<file path="config.mk">
export PLATFORM = sky130hd
export DESIGN_NAME = riscv_prefetch_queue
export DESIGN_NICKNAME = d
export VERILOG_FILES = /design/src/rtl/riscv_prefetch_pkg.sv /design/src/rtl/riscv_prefetch_fifo.sv /design/src/rtl/riscv_prefetch_queue.sv
export SDC_FILE = /design/constraint.sdc
export NUM_CORES = 1
export LEC_CHECK = 0
export CAP_MARGIN = 20
export CORE_MARGIN = 4
export CORE_UTILIZATION = 50
export DETAILED_ROUTE_END_ITERATION = 8
export DONT_BUFFER_PORTS = 1
export PLACE_DENSITY_LB_ADDON = 0.25
export SLEW_MARGIN = 10
export SYNTH_ARGS = -nofsm -noshare
export SYNTH_HDL_FRONTEND = slang
export SYNTH_SLANG_ARGS = --single-unit
</file>
<file path="constraint.sdc">
create_clock -name clk -period 4 [get_ports clk]
set_clock_uncertainty 0.1 [all_clocks]
set_input_delay 1 -clock clk [delete_from_list [all_inputs] [get_ports clk]]
set_output_delay 1 -clock clk [all_outputs]
set_load 0.05 [all_outputs]
</file>
<file path="src/rtl/riscv_prefetch_pkg.sv">
// Shared types and helpers for the RISC-V instruction prefetch queue.
// PREFETCH_ERR_EN adds a stored fetch-error bit to every queue entry.
package riscv_prefetch_pkg;

  typedef enum logic {
    IDLE     = 1'b0,
    WAIT_GNT = 1'b1
  } fetch_state_e;

  typedef struct packed {
    logic [31:0] rdata;
    logic [31:0] addr;
`ifdef PREFETCH_ERR_EN
    logic        err;
`endif
  } fetch_entry_t;

  // Bits needed to hold a count in the range 0..n.
  function automatic int unsigned cnt_width(input int unsigned n);
    return $clog2(n + 1);
  endfunction

endpackage

</file>
<file path="src/rtl/riscv_prefetch_fifo.sv">
// Power-of-two entry FIFO for fetched instructions; clear flushes all entries.
module riscv_prefetch_fifo
  import riscv_prefetch_pkg::*;
#(
  parameter int unsigned DEPTH = 4
) (
  input  logic                           clk,
  input  logic                           rst,
  input  logic                           clr,
  input  logic                           push,
  input  logic                           pop,
  input  fetch_entry_t                   wdata,
  output fetch_entry_t                   rdata,
  output logic [cnt_width(DEPTH)-1:0]    count
);

  localparam int unsigned AW = $clog2(DEPTH);
  localparam int unsigned CW = cnt_width(DEPTH);

  fetch_entry_t  mem [DEPTH];
  logic [AW-1:0] rd_ptr;
  logic [AW-1:0] wr_ptr;
  logic          do_push;
  logic          do_pop;

  assign do_push = push && !clr && (count != CW'(DEPTH));
  assign do_pop  = pop && !clr && (count != '0);
  assign rdata   = mem[rd_ptr];

  always_ff @(posedge clk) begin
    if (rst || clr) begin
      rd_ptr <= '0;
      wr_ptr <= '0;
      count  <= '0;
    end else begin
      if (do_push) wr_ptr <= wr_ptr + AW'(1);
      if (do_pop)  rd_ptr <= rd_ptr + AW'(1);
      count <= count + CW'(do_push) - CW'(do_pop);
    end
  end

  // Storage carries no reset; only the pointers define validity.
  always_ff @(posedge clk) begin
    if (do_push) mem[wr_ptr] <= wdata;
  end

endmodule

</file>
<file path="src/rtl/riscv_prefetch_queue.sv">
// Instruction prefetch queue: credit-limited fetch requests, branch flush with
// in-flight discard, FIFO of responses. Optional error tracking: PREFETCH_ERR_EN.
module riscv_prefetch_queue
  import riscv_prefetch_pkg::*;
#(
  parameter int unsigned DEPTH           = 4,
  parameter int unsigned MAX_OUTSTANDING = 2
) (
  input  logic        clk,
  input  logic        rst,
  input  logic        req_i,
  input  logic        branch_i,
  input  logic [31:0] addr_i,
  input  logic        ready_i,
  output logic        valid_o,
  output logic [31:0] rdata_o,
  output logic [31:0] addr_o,
  output logic        err_o,
  output logic        instr_req_o,
  output logic [31:0] instr_addr_o,
  input  logic        instr_gnt_i,
  input  logic        instr_rvalid_i,
  input  logic [31:0] instr_rdata_i,
  input  logic        instr_err_i,
  output logic        busy_o
);

  localparam int unsigned CW = cnt_width(DEPTH);
  localparam logic [CW:0] DEPTH_W = (CW + 1)'(DEPTH);
  localparam logic [CW-1:0] MAX_OUT_W = CW'(MAX_OUTSTANDING);

  fetch_state_e  state_q;
  logic [CW-1:0] outstanding_cnt;
  logic [CW-1:0] discard_cnt;
  logic [CW-1:0] fifo_cnt;
  logic [31:0]   fetch_addr_q;
  logic [31:0]   rsp_addr_q;
  logic [31:0]   branch_addr;
  logic          init_q;
  logic          credit_ok;
  logic          issue_ok;
  logic          gnt;
  logic          rvalid_eff;
  logic          push;
  fetch_entry_t  push_entry;
  fetch_entry_t  head;
  logic [1:0]    unused_addr_lsb;

  assign unused_addr_lsb = addr_i[1:0];
  assign branch_addr     = {addr_i[31:2], 2'b00};
  assign credit_ok       = (({1'b0, outstanding_cnt} + {1'b0, fifo_cnt}) < DEPTH_W)
                           && (outstanding_cnt < MAX_OUT_W);

  // A pending request is never withdrawn; new ones need credit. Held off during
  // reset and for the first cycle after it.
  always_comb begin
    instr_req_o = 1'b0;
    if (!rst && !init_q) begin
      if (state_q == WAIT_GNT) instr_req_o = 1'b1;
      else                     instr_req_o = req_i && credit_ok && issue_ok;
    end
  end

  assign instr_addr_o = branch_i ? branch_addr : fetch_addr_q;
  assign gnt          = instr_req_o && instr_gnt_i;
  // Responses with nothing outstanding (stale across reset) are ignored.
  assign rvalid_eff   = instr_rvalid_i && (outstanding_cnt != '0);
  assign push         = rvalid_eff && (discard_cnt == '0) && !branch_i;

  always_ff @(posedge clk) begin
    init_q <= rst;
    if (rst) begin
      state_q         <= IDLE;
      outstanding_cnt <= '0;
      discard_cnt     <= '0;
      fetch_addr_q    <= '0;
      rsp_addr_q      <= '0;
    end else begin
      case (state_q)
        IDLE:     if (instr_req_o && !instr_gnt_i) state_q <= WAIT_GNT;
        WAIT_GNT: if (instr_gnt_i) state_q <= IDLE;
        default:  state_q <= IDLE;
      endcase

      outstanding_cnt <= outstanding_cnt + CW'(gnt) - CW'(rvalid_eff);

      if (gnt)           fetch_addr_q <= instr_addr_o + 32'd4;
      else if (branch_i) fetch_addr_q <= branch_addr;

      // Everything in flight before the branch cycle belongs to the old stream.
      if (branch_i) begin
        rsp_addr_q  <= branch_addr;
        discard_cnt <= outstanding_cnt - CW'(rvalid_eff);
      end else begin
        if (push) rsp_addr_q <= rsp_addr_q + 32'd4;
        if (rvalid_eff && (discard_cnt != '0)) discard_cnt <= discard_cnt - CW'(1);
      end
    end
  end

`ifdef PREFETCH_ERR_EN
  logic err_block_q;

  // After an errored fetch is queued, stop fetching until the next redirect.
  always_ff @(posedge clk) begin
    if (rst || branch_i)          err_block_q <= 1'b0;
    else if (push && instr_err_i) err_block_q <= 1'b1;
  end

  assign issue_ok   = !err_block_q || branch_i;
  assign push_entry = '{rdata: instr_rdata_i, addr: rsp_addr_q, err: instr_err_i};
  assign err_o      = valid_o && head.err;
`else
  logic unused_err;

  assign unused_err = instr_err_i;
  assign issue_ok   = 1'b1;
  assign push_entry = '{rdata: instr_rdata_i, addr: rsp_addr_q};
  assign err_o      = 1'b0;
`endif

  riscv_prefetch_fifo #(
    .DEPTH (DEPTH)
  ) u_fifo (
    .clk   (clk),
    .rst   (rst),
    .clr   (branch_i),
    .push  (push),
    .pop   (ready_i && valid_o),
    .wdata (push_entry),
    .rdata (head),
    .count (fifo_cnt)
  );

  assign valid_o = !rst && (fifo_cnt != '0);
  assign rdata_o = head.rdata;
  assign addr_o  = head.addr;
  assign busy_o  = !rst && ((outstanding_cnt != '0) || instr_req_o);

endmodule

</file>
# Yosys cells after proc, flatten, opt, wreduce, memory -nomap -nowiden
# Memory sizes are Yosys's and may differ from the RTL's. A register that Yosys moved wholly into a read port is not among the register bits.
# Cells that the tools add are included.
# totals
ff_bits,79
ram_bits,256
inputBits,72
output_inout_bits,100
word_cells,70
mem_count,1
# classes
add_sub_neg,11
n_lt_le_gt_ge,2
eq_ne,1
muxes,15
n_bitwise,1
n_reduce_logical,29
# memory_table
memory,words,word_bits,rd,rd_clocked_by_memory_dff,wr,line,rtl
u_fifo.mem,4,64,1,1,1,riscv_prefetch_fifo.sv:20,fetch_entry_t mem [DEPTH];
# ops
operator,n
2-to-1 mux 32 bit,4
"adder 32 x 3 -> 32 bit, second input constant",2
logical AND 1 bit,16
nonzero test 3 bit,3
subtractor 3 x 1 -> 3 bit,3
adder 3 x 1 -> 3 bit,2
2-to-1 mux 1 bit,6
2-to-1 mux 3 bit,2
"adder 2 x 1 -> 2 bit, second input constant",2
adder 3 x 3 -> 4 bit,1
logical NOT 1 bit,4
"less-than comparator 4 x 3 -> 1 bit, second input constant",1
2-to-1 mux 2 bit,2
nonzero test 2 bit,2
logical NOT 3 bit,1
"less-than comparator 3 x 2 -> 1 bit, second input constant",1
"inequality test 3 bit, second input constant",1
"subtractor 3 x 1 -> 3 bit, second input constant",1
logical OR 1 bit,2
one-hot mux 1 bit (2 select lines),1
OR reduction 2 bit,1
NOT 1 bit,1

# Depth between registers and ports, before layout
# logic_depth
word_depth,9
depth_mapped,13
mapped_depth_nobuf,11

# By module
# Synthesis repeated with hierarchy kept, for this count alone.
# unflattened
cells_unflattened,914
area_unflattened_um2,14107.3
# modules_own_cells
module,n_inst,cells_per_inst,area_each_um2,seq_area_each_um2
riscv_prefetch_fifo,1,384,9728.1,7867.5
riscv_prefetch_queue,1,530,4379.2,1401.3

# Worst setup path after synthesis
# No wires, ideal clock.
# synth_path
kind,input-to-reg
start,in branch_i
end,reg fetch_addr_q[30]
setup_time_ns,0.071
arrival_time_ns,4.430
t_required_ns,3.829
path_slack_ns,-0.600
stages,11
cell_sequence,buf_6 > buf_6 > buf_2 > buf_2 > clkbuf_1 > o21ai_0 > ha_1 > nand2_1 > or4_1 > or4_1 > a21oi_1
# synth_between
elab_chain_cells,3
# synth_rtl
item,line,rtl
"start, declared",riscv_prefetch_queue.sv:12,"input logic branch_i,"
2-to-1 mux 32 bit,n/a,
net instr_addr_o[3],riscv_prefetch_queue.sv:20,"output logic [31:0] instr_addr_o,"
adder 32 x 3 -> 32 bit,riscv_prefetch_queue.sv:87,if (gnt) fetch_addr_q <= instr_addr_o + 32'd4;
2-to-1 mux 32 bit,riscv_prefetch_queue.sv:87,
"end signal, assigned",riscv_prefetch_queue.sv:87,
"end signal, assigned",riscv_prefetch_queue.sv:88,else if (branch_i) fetch_addr_q <= branch_addr;
"end, declared",riscv_prefetch_queue.sv:36,logic [31:0] fetch_addr_q;
# The timed path passes the listed nets, and every way through them passes these cells.
# A chain may end at the register's enable or synchronous reset.

# Worst setup path after layout
# layout_path
start,reg outstanding_cnt[1]
end,out busy_o
# layout_between
elab_chain_cells,8
# layout_rtl
item,line,rtl
"start, declared",riscv_prefetch_queue.sv:33,logic [CW-1:0] outstanding_cnt;
"start signal, assigned",riscv_prefetch_queue.sv:85,outstanding_cnt <= outstanding_cnt + CW'(gnt) - CW'(rvalid_eff);
adder 3 x 3 -> 4 bit,riscv_prefetch_queue.sv:51,"assign credit_ok = (({1'b0, outstanding_cnt} + {1'b0, fifo_cnt}) < DEPTH_W)"
less-than comparator 4 x 3 -> 1 bit,riscv_prefetch_queue.sv:51,
logical AND 1 bit,riscv_prefetch_queue.sv:52,&& (outstanding_cnt < MAX_OUT_W);
logical AND 1 bit,riscv_prefetch_queue.sv:60,else instr_req_o = req_i && credit_ok && issue_ok;
2-to-1 mux 1 bit,riscv_prefetch_queue.sv:59,if (state_q == WAIT_GNT) instr_req_o = 1'b1;
2-to-1 mux 1 bit,riscv_prefetch_queue.sv:58,if (!rst && !init_q) begin
logical OR 1 bit *,riscv_prefetch_queue.sv:138,assign busy_o = !rst && ((outstanding_cnt != '0) || instr_req_o);
logical AND 1 bit *,riscv_prefetch_queue.sv:138,
"end, declared",riscv_prefetch_queue.sv:25,output logic busy_o
# Mark *: on every way between the ends. The rest lies on a longest branch, timed or not.

==> impl_metrics.yaml <==
run_status:
  status: "finished, final reports clean"
timing:
  fmax_mhz: 304
  worstMarginPinSlew_ns: 1.06
  final.setup.tns_ns: 0
  finalSetupViolations: 0
  rsz0062_at_grt: "no"
  period_needed_ns: 3.28
  slew_viol_final: 0
  hold_ws_ns: 0.352
  slew-limit-headroom_pct: 29.0
  fin_ws_ns: 0.716
  post-route-period-util_pct: 82.1
  finalHoldViolations: 0
hold_path:
  worstHoldPathType: "register to register"
  whs_path_depth: 1
synth:
  synth_top_family_by_area: "multiplexers"
  synth_simple_gate_area_share_pct: 9.66
  seq_area_frac_synth_pct: 66.2
  ys_async_sr_fraction_pct: 0
  syn_avg_cell_area_um2: 15.4
  ys.flop_type: "edfxtp_1"
  ys_types: 62
  synth_fa_ha_area_share_pct: 1.85
  ys_seq_elements: 327
  synth_edf_count: 248
  synth_xor_area_share_pct: 2.31
  syn_area_um2: 13600
  synth_compound_area_share_pct: 5.01
  yosys_warnings: 0
  synthMuxAreaShare_pct: 12.3
  synthCells: 887
critical_path:
  critPathArrivalTime_ns: 2.18
  path_cells: "ha_1 -> a311oi_2 -> a41oi_1 -> buf_4 -> o22ai_1 -> buf_4"
  cp-end-kind: "primary output"
  required_ns: 2.90
  crit_type: "register to primary output"
  crit_top_cell: "buf_4"
  max_stage_delay_ns: 0.43
  critPathLaunchType: "register"
  slowest_stage: "dfxtp_1"
  reg2reg_depth: 12
  crit_fanout: 12
placement:
  io_buffers: 0
  dp.cells: 1203
  post-place-ws_ns: 0.779
  dp_hpwl_mm: 17.4
  place_congestion: 0.855
grt:
  grt_pass1_wl_mm: 43.3
  grtUsageTotal_pct: 18.1
  grt_pass1_vias: 7461
  grt_max_degree: 76
  antenna_found_initial: 0
  overflow: 0
final_layout:
  drive_gt1_share_pct: 18.7
  layout.cells.non_filler: 1263
  syn_to_final_growth_pct: 11.5
  fin_nets: 990
  diodes: 0
  fillCellCount: 2163
routing:
  drt_iter0_drc: 434
  wl_per_cell_um: 21.7
  viasPerCell: 5.87
  via_count: 7418
  drtAntennaViolNets: 0
  routed_wl_mm: 27.4
  drt_drc_violations_left: 0
  dr.pass1.iters: 5
pwr:
  fin_total_pwr_mw: 7.86
  p_leak_nw: 5.02
  ir_drop_uv: 318
  powerDensity_nw_per_um2: 517
clocking:
  cts_max_level: 2
  clkSlewWorstSetupHoldPaths_ns: 0.06
  clock_path_buffers: 3
  clock_latency_ns: 0.50
  cts_root_buffer: "clkbuf_16"
  cts_hold_buf: 0
  post_cts_resized: 0
  post_cts_buffers: 0
  cts_tree: "built"
  cts_buffers: 35
  cts_sinks: 327
floorplan:
  start_util_pct: 50.7
  die_h_um: 173
  pin_count: 172
  dieWidth_um: 173
  dieArea_um2: 30000
  std_cell_rows: 60
  coreArea_um2: 26900
run:
  max_cap_viol_count: 0
==> report_power, final <==
| group | internal (mW) | switching (mW) |
|---|---|---|
| Sequential | 3.82 | 0.0969 |
| Clock | 1.82 | 1.22 |
| Combinational | 0.249 | 0.659 |
| Total | 5.89 | 1.97 |
==> cell type report <==
class	instances	area (um2)	area share [%]
flip-flops and latches	327	9030	59.4
multi-input cells	480	4270	28.1
clock buffers	44	920	6.05
well taps	341	427	2.81
repair buffers	22	265	1.74
clock inverters	16	161	1.06
inverters	33	124	0.815
==> Yosys cell counts, types with 14 or more instances <==
library cell / number / area [um2]
edfxtp_1: 248 / 7450
dfxtp_1: 79 / 1580
mux4_2: 62 / 1400
nor2_1: 51 / 191
inv_1: 33 / 124
nand2_1: 32 / 120
clkbuf_1: 27 / 101
nor3_1: 27 / 135
a211oi_1: 23 / 173
xor2_1: 23 / 201
a21oi_1: 22 / 110
mux2_2: 19 / 214
nand4_1: 18 / 113
ha_1: 17 / 213
and3_1: 16 / 100
nand3_1: 14 / 70.1
o21ai_0: 14 / 70.1
==> per-layer routing <==
metal  share of wire (%)  vias up  routed length, um  GRT usage, %
li1                    -     3484                  -             -
met1                  44     3667              12000          24.2
met2                  46      229              12500          28.6
met3                 8.7       38               2370          6.49
met4                 1.9        0                520          4.22
met5                   0        -                  0             0
==> through the flow <==
step                utilization (%)  cell area, um2
floorplan                         -           13600
global placement               52.5           14100
detailed placement             52.5           14100
CTS                            56.6           15200
global route                   56.6           15200
finish                         56.6           15200
==> state kept, by name, summed over array words and instances (netlist names), named ones only <==
| name | cells |
|---|---|
| state_q | 1 |
| rsp_addr_q | 30 |
| u_fifo.count | 3 |
| init_q | 1 |
| outstanding_cnt | 3 |
| u_fifo.mem | 248 |
| u_fifo.wr_ptr | 2 |
| fetch_addr_q | 32 |
| discard_cnt | 3 |
| u_fifo.rd_ptr | 2 |
==> worst max-delay path, delay by kind of cell (launching register included) <==
| family | cells | cell delay, ns |
|---|---|---|
| AO/OA/AOI/OAI | 3 | 0.57 |
| flip-flops | 1 | 0.43 |
| buffers and inverters | 2 | 0.42 |
| adder cells (fa/ha/maj) | 1 | 0.27 |
==> path summary, 6_finish.rpt <==
| kind | from | to | slack [ns] |
|---|---|---|---|
| max | outstanding_cnt[1]$_SDFF_PP0_ | busy_o | 0.72 |
| min | fetch_addr_q[1]$_SDFF_PP0_ | fetch_addr_q[1]$_SDFF_PP0_ | 0.35 |
| max reg2reg | outstanding_cnt[1]$_SDFF_PP0_ | outstanding_cnt[2]$_SDFF_PP0_ | 0.96 |
| min reg2reg | fetch_addr_q[1]$_SDFF_PP0_ | fetch_addr_q[1]$_SDFF_PP0_ | 0.35 |
==> cell usage in the layout (no fill, tap or decap), types with 14 or more instances in the layout <==
cell type	Yosys	layout
xor2_1	23	23
and3_1	16	16
a211oi_1	23	23
nor2_1	51	51
nand4_1	18	18
inv_1	33	33
clkbuf_16	0	35
dfxtp_1	79	77
mux4_2	62	62
nand2_1	32	32
nor3_1	27	27
mux2_2	19	19
buf_4	3	14
nand3_1	14	14
a21oi_1	22	22
edfxtp_1	248	248
ha_1	17	17
==> kinds of logic after synthesis <==
group | Yosys count
other cells | 1
buf+inv | 82
compound gates | 100
xor+xnor | 36
simple gates | 234
mux | 88
fa+ha+maj | 19
flops | 327
No activity file was read; power rests on OpenSTA's default activity.
